$ cat config.mk
export PLATFORM = sky130hd
export DESIGN_NAME = axi_rw_arbiter_flat
export DESIGN_NICKNAME = d
export VERILOG_FILES = /design/src/rtl/axi_arb_pkg.sv /design/src/rtl/axi_rw_arbiter_if.sv /design/src/rtl/arb_timeout_timer.sv /design/src/rtl/axi_rw_arbiter.sv /design/src/flat_wrapper.sv
export SDC_FILE = /design/constraint.sdc
export NUM_CORES = 1
export LEC_CHECK = 0
export CAP_MARGIN = 0
export CORE_AREA = 2 2 71 79
export DETAILED_ROUTE_END_ITERATION = 16
export DIE_AREA = 0 0 73 81
export GPL_ROUTABILITY_DRIVEN = 0
export PLACE_DENSITY = 0.77
export SLEW_MARGIN = 0
export SYNTH_ARGS = -nofsm -noshare
export SYNTH_HDL_FRONTEND = slang
export SYNTH_SLANG_ARGS = --single-unit
$ cat constraint.sdc
create_clock -name clk -period 2.33 [get_ports clk]
set_input_delay 0.466 -clock clk [delete_from_list [all_inputs] [get_ports clk]]
set_output_delay 0.466 -clock clk [all_outputs]
set_load 0.02 [all_outputs]
$ cat src/rtl/axi_arb_pkg.sv
// Shared types and constants for the AXI read/write arbiter.
package axi_arb_pkg;

  typedef enum logic [2:0] {
    ST_IDLE     = 3'd0,
    ST_WR_START = 3'd1,
    ST_WR_RUN   = 3'd2,
    ST_RD_START = 3'd3,
    ST_RD_RUN   = 3'd4
  } arb_state_e;

  localparam logic DIR_WR = 1'b0;
  localparam logic DIR_RD = 1'b1;

  // True while the given direction owns the AXI port (granted or running).
  function automatic logic dir_active(input arb_state_e s, input logic dir);
    logic act;
    if (dir == DIR_WR) begin
      act = (s == ST_WR_START) || (s == ST_WR_RUN);
    end else begin
      act = (s == ST_RD_START) || (s == ST_RD_RUN);
    end
    return act;
  endfunction

endpackage

$ cat src/rtl/axi_rw_arbiter_if.sv
// Handshake bundle between the arbiter and the AXI write/read masters.
interface axi_rw_arbiter_if;
  logic m_wr_start;
  logic m_wr_ready;
  logic m_wr_done;
  logic m_rd_start;
  logic m_rd_ready;
  logic m_rd_done;

  // Arbiter side: issues start, observes ready/done.
  modport master (
    output m_wr_start, m_rd_start,
    input  m_wr_ready, m_wr_done, m_rd_ready, m_rd_done
  );

  // AXI master side: receives start, reports ready/done.
  modport slave (
    input  m_wr_start, m_rd_start,
    output m_wr_ready, m_wr_done, m_rd_ready, m_rd_done
  );
endinterface

$ cat src/rtl/arb_timeout_timer.sv
// Grant-to-done watchdog: cleared on load, counts while enabled,
// flags expiry when the count reaches TIMEOUT_CYC-1.
module arb_timeout_timer #(
  parameter int TIMEOUT_CYC = 4096
) (
  input  logic clk,
  input  logic rst_n,
  input  logic load,
  input  logic en,
  output logic expire
);

  localparam int            TW   = $clog2(TIMEOUT_CYC);
  localparam logic [TW-1:0] LAST = TW'(TIMEOUT_CYC - 1);

  logic [TW-1:0] cnt_q;

  // Cycle counter; holds at LAST so it never wraps back to zero.
  always_ff @(posedge clk or negedge rst_n) begin
    if (!rst_n) begin
      cnt_q <= '0;
    end else if (load) begin
      cnt_q <= '0;
    end else if (en && (cnt_q != LAST)) begin
      cnt_q <= cnt_q + TW'(1);
    end
  end

  assign expire = en && (cnt_q == LAST);

endmodule

$ cat src/rtl/axi_rw_arbiter.sv
// Round-robin time-sharing of the DDR3 AXI port between the write and read
// masters, with completion watchdog and calibration gating.
module axi_rw_arbiter
  import axi_arb_pkg::*;
#(
  parameter int TIMEOUT_CYC = 4096,
  parameter int CNT_W       = 16
) (
  input  logic             clk,
  input  logic             rst_n,
  input  logic             calib_done,
  input  logic             ctrl_wr_req,
  output logic             ctrl_wr_ready,
  input  logic             ctrl_rd_req,
  output logic             ctrl_rd_ready,
  axi_rw_arbiter_if.master m_if,
  output logic             busy,
  output logic             err_timeout,
  input  logic             err_clr,
  output logic [CNT_W-1:0] wr_burst_cnt,
  output logic [CNT_W-1:0] rd_burst_cnt
);

  arb_state_e       state_q, state_d;
  logic             last_grant_q, last_grant_d;
  logic             wr_start_q, rd_start_q, busy_q, err_q;
  logic [CNT_W-1:0] wr_cnt_q, rd_cnt_q;
  logic             wr_elig, rd_elig;
  logic             wr_done_evt, rd_done_evt, timeout_evt;
  logic             tmr_load, tmr_en, tmr_expire;

  assign wr_elig = calib_done && ctrl_wr_req && m_if.m_wr_ready;
  assign rd_elig = calib_done && ctrl_rd_req && m_if.m_rd_ready;

  // Controller back-pressure is combinational so a losing request stays pending.
  assign ctrl_wr_ready = calib_done && !dir_active(state_q, DIR_WR);
  assign ctrl_rd_ready = calib_done && !dir_active(state_q, DIR_RD);

  arb_timeout_timer #(.TIMEOUT_CYC(TIMEOUT_CYC)) u_timer (
    .clk    (clk),
    .rst_n  (rst_n),
    .load   (tmr_load),
    .en     (tmr_en),
    .expire (tmr_expire)
  );

  // Next-state logic: grant selection, completion and watchdog abort.
  always_comb begin
    state_d      = state_q;
    last_grant_d = last_grant_q;
    wr_done_evt  = 1'b0;
    rd_done_evt  = 1'b0;
    timeout_evt  = 1'b0;
    case (state_q)
      ST_IDLE: begin
        if (wr_elig && rd_elig) begin
          if (last_grant_q == DIR_RD) begin
            state_d      = ST_WR_START;
            last_grant_d = DIR_WR;
          end else begin
            state_d      = ST_RD_START;
            last_grant_d = DIR_RD;
          end
        end else if (wr_elig) begin
          state_d      = ST_WR_START;
          last_grant_d = DIR_WR;
        end else if (rd_elig) begin
          state_d      = ST_RD_START;
          last_grant_d = DIR_RD;
        end else begin
          state_d = ST_IDLE;
        end
      end
      ST_WR_START, ST_WR_RUN: begin
        if (m_if.m_wr_done) begin
          state_d     = ST_IDLE;
          wr_done_evt = 1'b1;
        end else if (tmr_expire) begin
          state_d     = ST_IDLE;
          timeout_evt = 1'b1;
        end else if (!m_if.m_wr_ready) begin
          state_d = ST_WR_RUN;
        end else begin
          state_d = state_q;
        end
      end
      ST_RD_START, ST_RD_RUN: begin
        if (m_if.m_rd_done) begin
          state_d     = ST_IDLE;
          rd_done_evt = 1'b1;
        end else if (tmr_expire) begin
          state_d     = ST_IDLE;
          timeout_evt = 1'b1;
        end else if (!m_if.m_rd_ready) begin
          state_d = ST_RD_RUN;
        end else begin
          state_d = state_q;
        end
      end
      default: begin
        state_d = ST_IDLE;
      end
    endcase
  end

  assign tmr_load = (state_q == ST_IDLE) && (state_d != ST_IDLE);
  assign tmr_en   = (state_q != ST_IDLE);

  // State, grant history and registered outputs.
  always_ff @(posedge clk or negedge rst_n) begin
    if (!rst_n) begin
      state_q      <= ST_IDLE;
      last_grant_q <= DIR_RD;
      wr_start_q   <= 1'b0;
      rd_start_q   <= 1'b0;
      busy_q       <= 1'b0;
    end else begin
      state_q      <= state_d;
      last_grant_q <= last_grant_d;
      wr_start_q   <= (state_d == ST_WR_START);
      rd_start_q   <= (state_d == ST_RD_START);
      busy_q       <= (state_d != ST_IDLE);
    end
  end

  // Sticky timeout flag; a new timeout outranks a simultaneous clear.
  always_ff @(posedge clk or negedge rst_n) begin
    if (!rst_n) begin
      err_q <= 1'b0;
    end else if (timeout_evt) begin
      err_q <= 1'b1;
    end else if (err_clr) begin
      err_q <= 1'b0;
    end
  end

  // Saturating completed-burst counters; aborted bursts are not counted.
  always_ff @(posedge clk or negedge rst_n) begin
    if (!rst_n) begin
      wr_cnt_q <= '0;
      rd_cnt_q <= '0;
    end else begin
      if (wr_done_evt && (wr_cnt_q != {CNT_W{1'b1}})) begin
        wr_cnt_q <= wr_cnt_q + CNT_W'(1);
      end
      if (rd_done_evt && (rd_cnt_q != {CNT_W{1'b1}})) begin
        rd_cnt_q <= rd_cnt_q + CNT_W'(1);
      end
    end
  end

  assign m_if.m_wr_start = wr_start_q;
  assign m_if.m_rd_start = rd_start_q;
  assign busy            = busy_q;
  assign err_timeout     = err_q;
  assign wr_burst_cnt    = wr_cnt_q;
  assign rd_burst_cnt    = rd_cnt_q;

endmodule

$ cat src/flat_wrapper.sv
// flat-port wrapper written by rule: the top's interface ports become plain ports
module axi_rw_arbiter_flat import axi_arb_pkg::*;
#(
  parameter int TIMEOUT_CYC = 4096,
  parameter int CNT_W       = 16
)
  (clk, rst_n, calib_done, ctrl_wr_req, ctrl_wr_ready, ctrl_rd_req, ctrl_rd_ready, busy, err_timeout, err_clr, wr_burst_cnt, rd_burst_cnt, m_if_m_wr_start, m_if_m_rd_start, m_if_m_wr_ready, m_if_m_wr_done, m_if_m_rd_ready, m_if_m_rd_done);
  axi_rw_arbiter_if m_if_i ();
  input  logic clk;
  input  logic rst_n;
  input  logic calib_done;
  input  logic ctrl_wr_req;
  output logic ctrl_wr_ready;
  input  logic ctrl_rd_req;
  output logic ctrl_rd_ready;
  output logic busy;
  output logic err_timeout;
  input  logic err_clr;
  output logic [CNT_W-1:0] wr_burst_cnt;
  output logic [CNT_W-1:0] rd_burst_cnt;
  output wire logic [$bits(m_if_i.m_wr_start)-1:0] m_if_m_wr_start;
  output wire logic [$bits(m_if_i.m_rd_start)-1:0] m_if_m_rd_start;
  input wire logic [$bits(m_if_i.m_wr_ready)-1:0] m_if_m_wr_ready;
  input wire logic [$bits(m_if_i.m_wr_done)-1:0] m_if_m_wr_done;
  input wire logic [$bits(m_if_i.m_rd_ready)-1:0] m_if_m_rd_ready;
  input wire logic [$bits(m_if_i.m_rd_done)-1:0] m_if_m_rd_done;
  assign m_if_m_wr_start = m_if_i.m_wr_start;
  assign m_if_m_rd_start = m_if_i.m_rd_start;
  assign m_if_i.m_wr_ready = m_if_m_wr_ready;
  assign m_if_i.m_wr_done = m_if_m_wr_done;
  assign m_if_i.m_rd_ready = m_if_m_rd_ready;
  assign m_if_i.m_rd_done = m_if_m_rd_done;
  axi_rw_arbiter #(.TIMEOUT_CYC(TIMEOUT_CYC), .CNT_W(CNT_W)) u_core (.clk(clk), .rst_n(rst_n), .calib_done(calib_done), .ctrl_wr_req(ctrl_wr_req), .ctrl_wr_ready(ctrl_wr_ready), .ctrl_rd_req(ctrl_rd_req), .ctrl_rd_ready(ctrl_rd_ready), .m_if(m_if_i), .busy(busy), .err_timeout(err_timeout), .err_clr(err_clr), .wr_burst_cnt(wr_burst_cnt), .rd_burst_cnt(rd_burst_cnt));
endmodule
Word level (Yosys, flattened, before mapping)
Cells that the tools add are included.

storage, ports and cells
  flip-flop bits (word level) = 52
  bits of input ports = 10
  output and inout port bits = 38
  word-level logic and storage cells = 74

cells by class
  reductions and logical operators = 25
  add/sub/neg operators = 3
  muxes and demuxes = 27
  eq/ne operators = 10

operators with widths
  operator                 number
  $add A16 B1 Y16 const B  2
  $ne A16 B16 Y1 const B   2
  $mux W12                 2
  $mux W3                  8
  $mux W1                  13
  $add A12 B1 Y12 const B  1
  $eq A12 B12 Y1 const B   1
  $logic_and A1 B1 Y1      12
  $ne A12 B12 Y1 const B   1
  $eq A3 B2 Y1 const B     3
  $pmux W3 S3              1
  $reduce_bool A3 Y1       3
  $eq A3 B1 Y1 const B     2
  $mux W2                  2
  $reduce_bool A2 Y1       2
  $reduce_or A2 Y1         2
  $eq A3 B3 Y1 const B     1
  $logic_not A3 Y1         1
  $logic_not A1 Y1         2
  $logic_or A1 B1 Y1       2
  $pmux W1 S2              1
  $reduce_and A2 Y1        1

Depth between registers and ports, before layout
  depth after elaboration = 9
  gate-level depth with buffers = 7
  mapped depth without buffers = 7

Hierarchy
From an unflattened synthesis, not the netlist that was laid out.

second synthesis, totals
  cell total of the unflattened synthesis = 264
  area total of the unflattened synthesis = 2831.5 µm²

by module, submodules not included
  module             area each (µm²)  times used  cells each
  axi_rw_arbiter     2120.8           1           192
  arb_timeout_timer  710.7            1           72

Worst setup path after synthesis
OpenSTA, ideal clock, no wires.

  path type = reg-to-reg
  from = register u_core.wr_cnt_q[0], in the netlist u_core.wr_burst_cnt[0]
  to = register u_core.wr_cnt_q[6], in the netlist u_core.wr_burst_cnt[6]
  slack = 0.325 ns
  data required time = 2.198 ns
  arrival time = 1.873 ns
  cell stages (with the launch flop) = 7
  cells stage by stage = dfrtp_1 -> ha_1 -> nand4_1 -> nor4_1 -> nor2_1 -> and3_1 -> xor2_1

on the way
  longest elaborated chain between the ends = 2
  elaborated cells between the ends (all ways) = 3
  classes of those cells = add/sub: 1; eq/ne: 1; reduce/logical: 1

RTL lines
  element                                                                  RTL line               RTL
  start, declared                                                          axi_rw_arbiter.sv:27   logic [CNT_W-1:0] wr_cnt_q, rd_cnt_q;
  start signal, assigned                                                   axi_rw_arbiter.sv:144  wr_cnt_q <= wr_cnt_q + CNT_W'(1);
  parallel branches: the longest is 2 deep, another holds $add A16 B1 Y16  --

Several ways; the timed one is not identified.
A chain may end at the register's enable or synchronous reset.

Final worst setup path
  from = register u_core.state_q[1]
  to = output ctrl_wr_ready

on the way
  longest elaborated chain between the ends = 4
  elaborated cells between the ends (all ways) = 5
  classes of those cells = eq/ne: 2; reduce/logical: 3

RTL lines
  element                                              RTL line               RTL
  start, declared                                      axi_rw_arbiter.sv:24   arb_state_e state_q, state_d;
  start signal, assigned                               axi_rw_arbiter.sv:118  state_q <= state_d;
  $eq A3 B1 Y1 / $eq A3 B2 Y1 (equally long branches)  axi_arb_pkg.sv:19      act = (s == ST_WR_START) || (s == ST_WR_RUN);
  $logic_or A1 B1 Y1 (*)                               axi_arb_pkg.sv:19
  $logic_not A1 Y1 (*)                                 axi_rw_arbiter.sv:36   assign ctrl_wr_ready = calib_done && !dir_active(state_q, DIR_WR);
  $logic_and A1 B1 Y1 (*)                              axi_rw_arbiter.sv:36
  end, declared                                        flat_wrapper.sv:13     output logic ctrl_wr_ready;

Mark *: on every way between the ends. The rest lies on a longest branch, timed or not.

==> run summary <==
DIE HEIGHT: 81 um
Synth Area per Inst: 10.2 um^2
Finished Layout Cells: 374
Clk slew on worst S/H paths: 0.10 ns
First-pass GRT wire length: 9.12 mm
Post-Synth Adder-Cell Area: 1.46%
Post-Synthesis Cells: 251
CTS Root Cell: clkbuf_8
Global route overflow: 0
Rows: 28
Post-Synth XOR/XNOR Area: 11.6%
Buffers on Ports: 47
Tightest Hold Check Type: input pin to asynchronous set/reset pin
Cts bufs inserted: 5
Top_reg_cell synth: dfrtp_1
Share of cells above drive strength 1: 13.1%
Worst setup EP type: primary output
Total clock sinks: 52
Slew HR: 70.1%
Number of DRC markers in iteration 0: 123
Setup violations, final: 0
Wire per inst: 15.1 um
Clock Path Buffers: 2
Synth Cell Area: 2570 um^2
Inserted Diodes: 0
Worst R2R Start: u_core.u_timer.cnt_q[0]
Core Box Area: 5220 um^2
Ys Warns: 0
Area growth syn-to-layout: 30.4%
Netlist cell types: 46
Ys async rst share: 100%
Share of the synthesized area in the top cell type: 49.6%
Post-DP HPWL: 4.10 mm
Pwr/cell area: 704 nW/um^2
Dominant cell type by area after synthesis: dfrtp_1
Achievable clock frequency: 447 MHz
Clk Latency, worst-skew pair: 0.31 ns
DR DRC count: 0
Critical R2R Capture: u_core.m_if.m_wr_start
Die width: 73 um
Worst IR Drop VDD: 0.387 mV
Routed Antenna Nets: 0
CP Max Fanout: 7
Max-slew violations: 0
Critical Path RT: 1.86 ns
Min Tclk post-route: 2.24 ns
CTS HTree Levels: 2
TritonCTS clock tree: built
Top post-synthesis cells by area: dfrtp_1 50%, xnor2_1 7.8%, xor2_1 3.7%, nand3_1 3.1%, nand2_1 2.9%
Post-synthesis mux area share: 0.875%
FF+latch count, synth: 52
Tot GR Track Use: 19.8%
Initial antenna violation count: 0
IO Count: 48
Sequential fraction of the synthesis area: 50.6%
R2R cell count: 7
RSZ-0062 raised after global routing: false
Synth Area in Compound Gates: 7.83%
Die area: 5910 um^2
1st-pass router iterations: 4
Largest net degree at the start of global routing: 20
Syn_nets: 264
Starting Density: 49.3%
Placed insts: 366
Vias per cell: 5.54
Outcome: finished clean
Layout Skew: 0.00969 ns
Post-CTS Setup Inserts: 0
Synth Area in Simple Gates: 25.0%
Worst setup SP type: register
R2r setup slk: 0.16 ns
Detailed Route WL: 5.64 mm
CP Class: register to primary output
P_leak: 0.00141 uW
TNS Setup: 0 ns
Vias in the first global route: 1957
Vias: 2071
EDFF count, synth: 0
Max Cap Violations: 0
Nets: 326
Share of the clock period used by the worst path: 96.1%
Tightest Pin Transition: 0.444 ns
Critical Path AT: 1.77 ns
Largest family of logic cells by synthesized area: simple AND/OR/NAND/NOR gates
Final hold violation count: 0
final cells by class:
type	count	area [um^2]
Fill cell	422	1870
Clock inverter	3	68.8
Inverter	14	52.6
Clock buffer	5	68.8
Timing Repair Buffer	58	547
Tap cell	60	75.1
Multi-Input combinational cell	182	1230
Sequential cell	52	1310
routing by layer:
layer  up-vias  wire length, um  global-route usage [%]
met5         -                0                       0
met4         0               81                    4.63
met3         7              188                    4.22
met2        37             2890                    33.2
met1      1011             2480                    26.1
li1       1016                -                       -
placed cells by master, fill, tap and decap left out, types with 2 or more instances in the layout:
cell type	netlist	routed
a21oi_1	8	8
and2_1	2	2
and3_1	8	8
and4_1	6	6
buf_4	0	11
bufinv_16	0	2
clkbuf_8	0	5
clkdlybuf4s50_1	0	45
dfrtp_1	51	48
dfrtp_2	0	3
ha_1	3	3
inv_1	14	14
mux2_2	2	2
nand2_1	20	20
nand3_1	16	16
nand3b_1	2	2
nand4_1	9	9
nor2_1	16	16
nor3_1	8	8
nor4_1	7	6
o211ai_1	2	2
o21ai_0	8	8
o311ai_0	2	2
o31ai_1	3	3
or3_1	3	3
or3_2	2	2
or3b_4	1	2
xnor2_1	23	22
xor2_1	11	11
synthesized netlist by cell type (all sizes together) (3+ instances only):
library cell,count
clkbuf,3
o31ai,3
and4,6
xnor2,23
ha,3
inv,14
nand4,9
nor4,7
xor2,11
and3,8
nor2,16
nor3,9
a21oi,8
or3,6
dfrtp,51
o21ai,8
nand3,16
nand2,20
cells by family (layout without fill, tap and decap cells):
group	count (synthesis)	in the layout
adder cells (fa/ha/maj)	3	3
XOR/XNOR	34	34
AO/OA/AOI/OAI	31	31
multiplexers	2	2
flip-flops	52	52
buffers and inverters	17	80
AND/OR/NAND/NOR	112	112
flip-flops by register name (all words and copies together) (netlist names):
register                cells
u_core.busy                 1
u_core.err_timeout          1
u_core.last_grant_q         1
u_core.m_if.m_rd_start      1
u_core.m_if.m_wr_start      1
u_core.rd_burst_cnt        16
u_core.state_q              3
u_core.u_timer.cnt_q       12
u_core.wr_burst_cnt        16
repair_timing:
| action | in CTS | in global routing |
|---|---|---|
| hold buffers | 0 | 0 |
| setup endpoints to repair | 1 | 4 |
| resized for setup | 1 | 8 |
worst max-delay path: stages, from the launching register on:
cell and delay [ns]:
dfrtp_2 0.48, xnor2_2 0.22, o21a_1 0.16, clkdlybuf4s50_1 0.60
power by group:
| group | total, uW | switching, uW | internal [uW] |
|---|---|---|---|
| clock network | 738 | 306 | 432 |
| registers | 1130 | 121 | 1010 |
| logic | 497 | 254 | 243 |
worst max-delay path by stage:
stage / from / endpoint / slack [ns] / cells after the start
6_report: u_core.state_q[1] / ctrl_wr_ready / 0.09 / 3
3_3_place_gp: m_if_m_wr_done / u_core.wr_burst_cnt[15] / 0.02 / 5
5_1_grt: u_core.state_q[1] / ctrl_wr_ready / 0.02 / 3
4_1_cts: u_core.state_q[1] / ctrl_rd_ready / 0.01 / 3
3_5_place_dp: m_if_m_wr_done / u_core.wr_burst_cnt[15] / -0.06 / 5
2_1_floorplan: u_core.wr_burst_cnt[0] / u_core.wr_burst_cnt[6] / 0.32 / 6
stage by stage:
| step | total power [uW] | worst slack, ns | area (um^2) | util, % | hold WS (ns) |
|---|---|---|---|---|---|
| 2_1_floorplan | 1390 | 0.325 | 2570 | - | 0.170 |
| 3_3_place_gp | 1610 | 0.0201 | 3180 | 61.0 | 0.426 |
| 3_5_place_dp | 1640 | -0.0614 | 3180 | 61.0 | 0.427 |
| 4_1_cts | 2380 | 0.0141 | 3320 | 63.6 | 0.0800 |
| 5_1_grt | 2490 | 0.0234 | 3350 | 64.2 | 0.0981 |
| 6_report | 2360 | 0.0914 | 3350 | 64.2 | 0.0825 |
(Power assumes the default switching activity.)
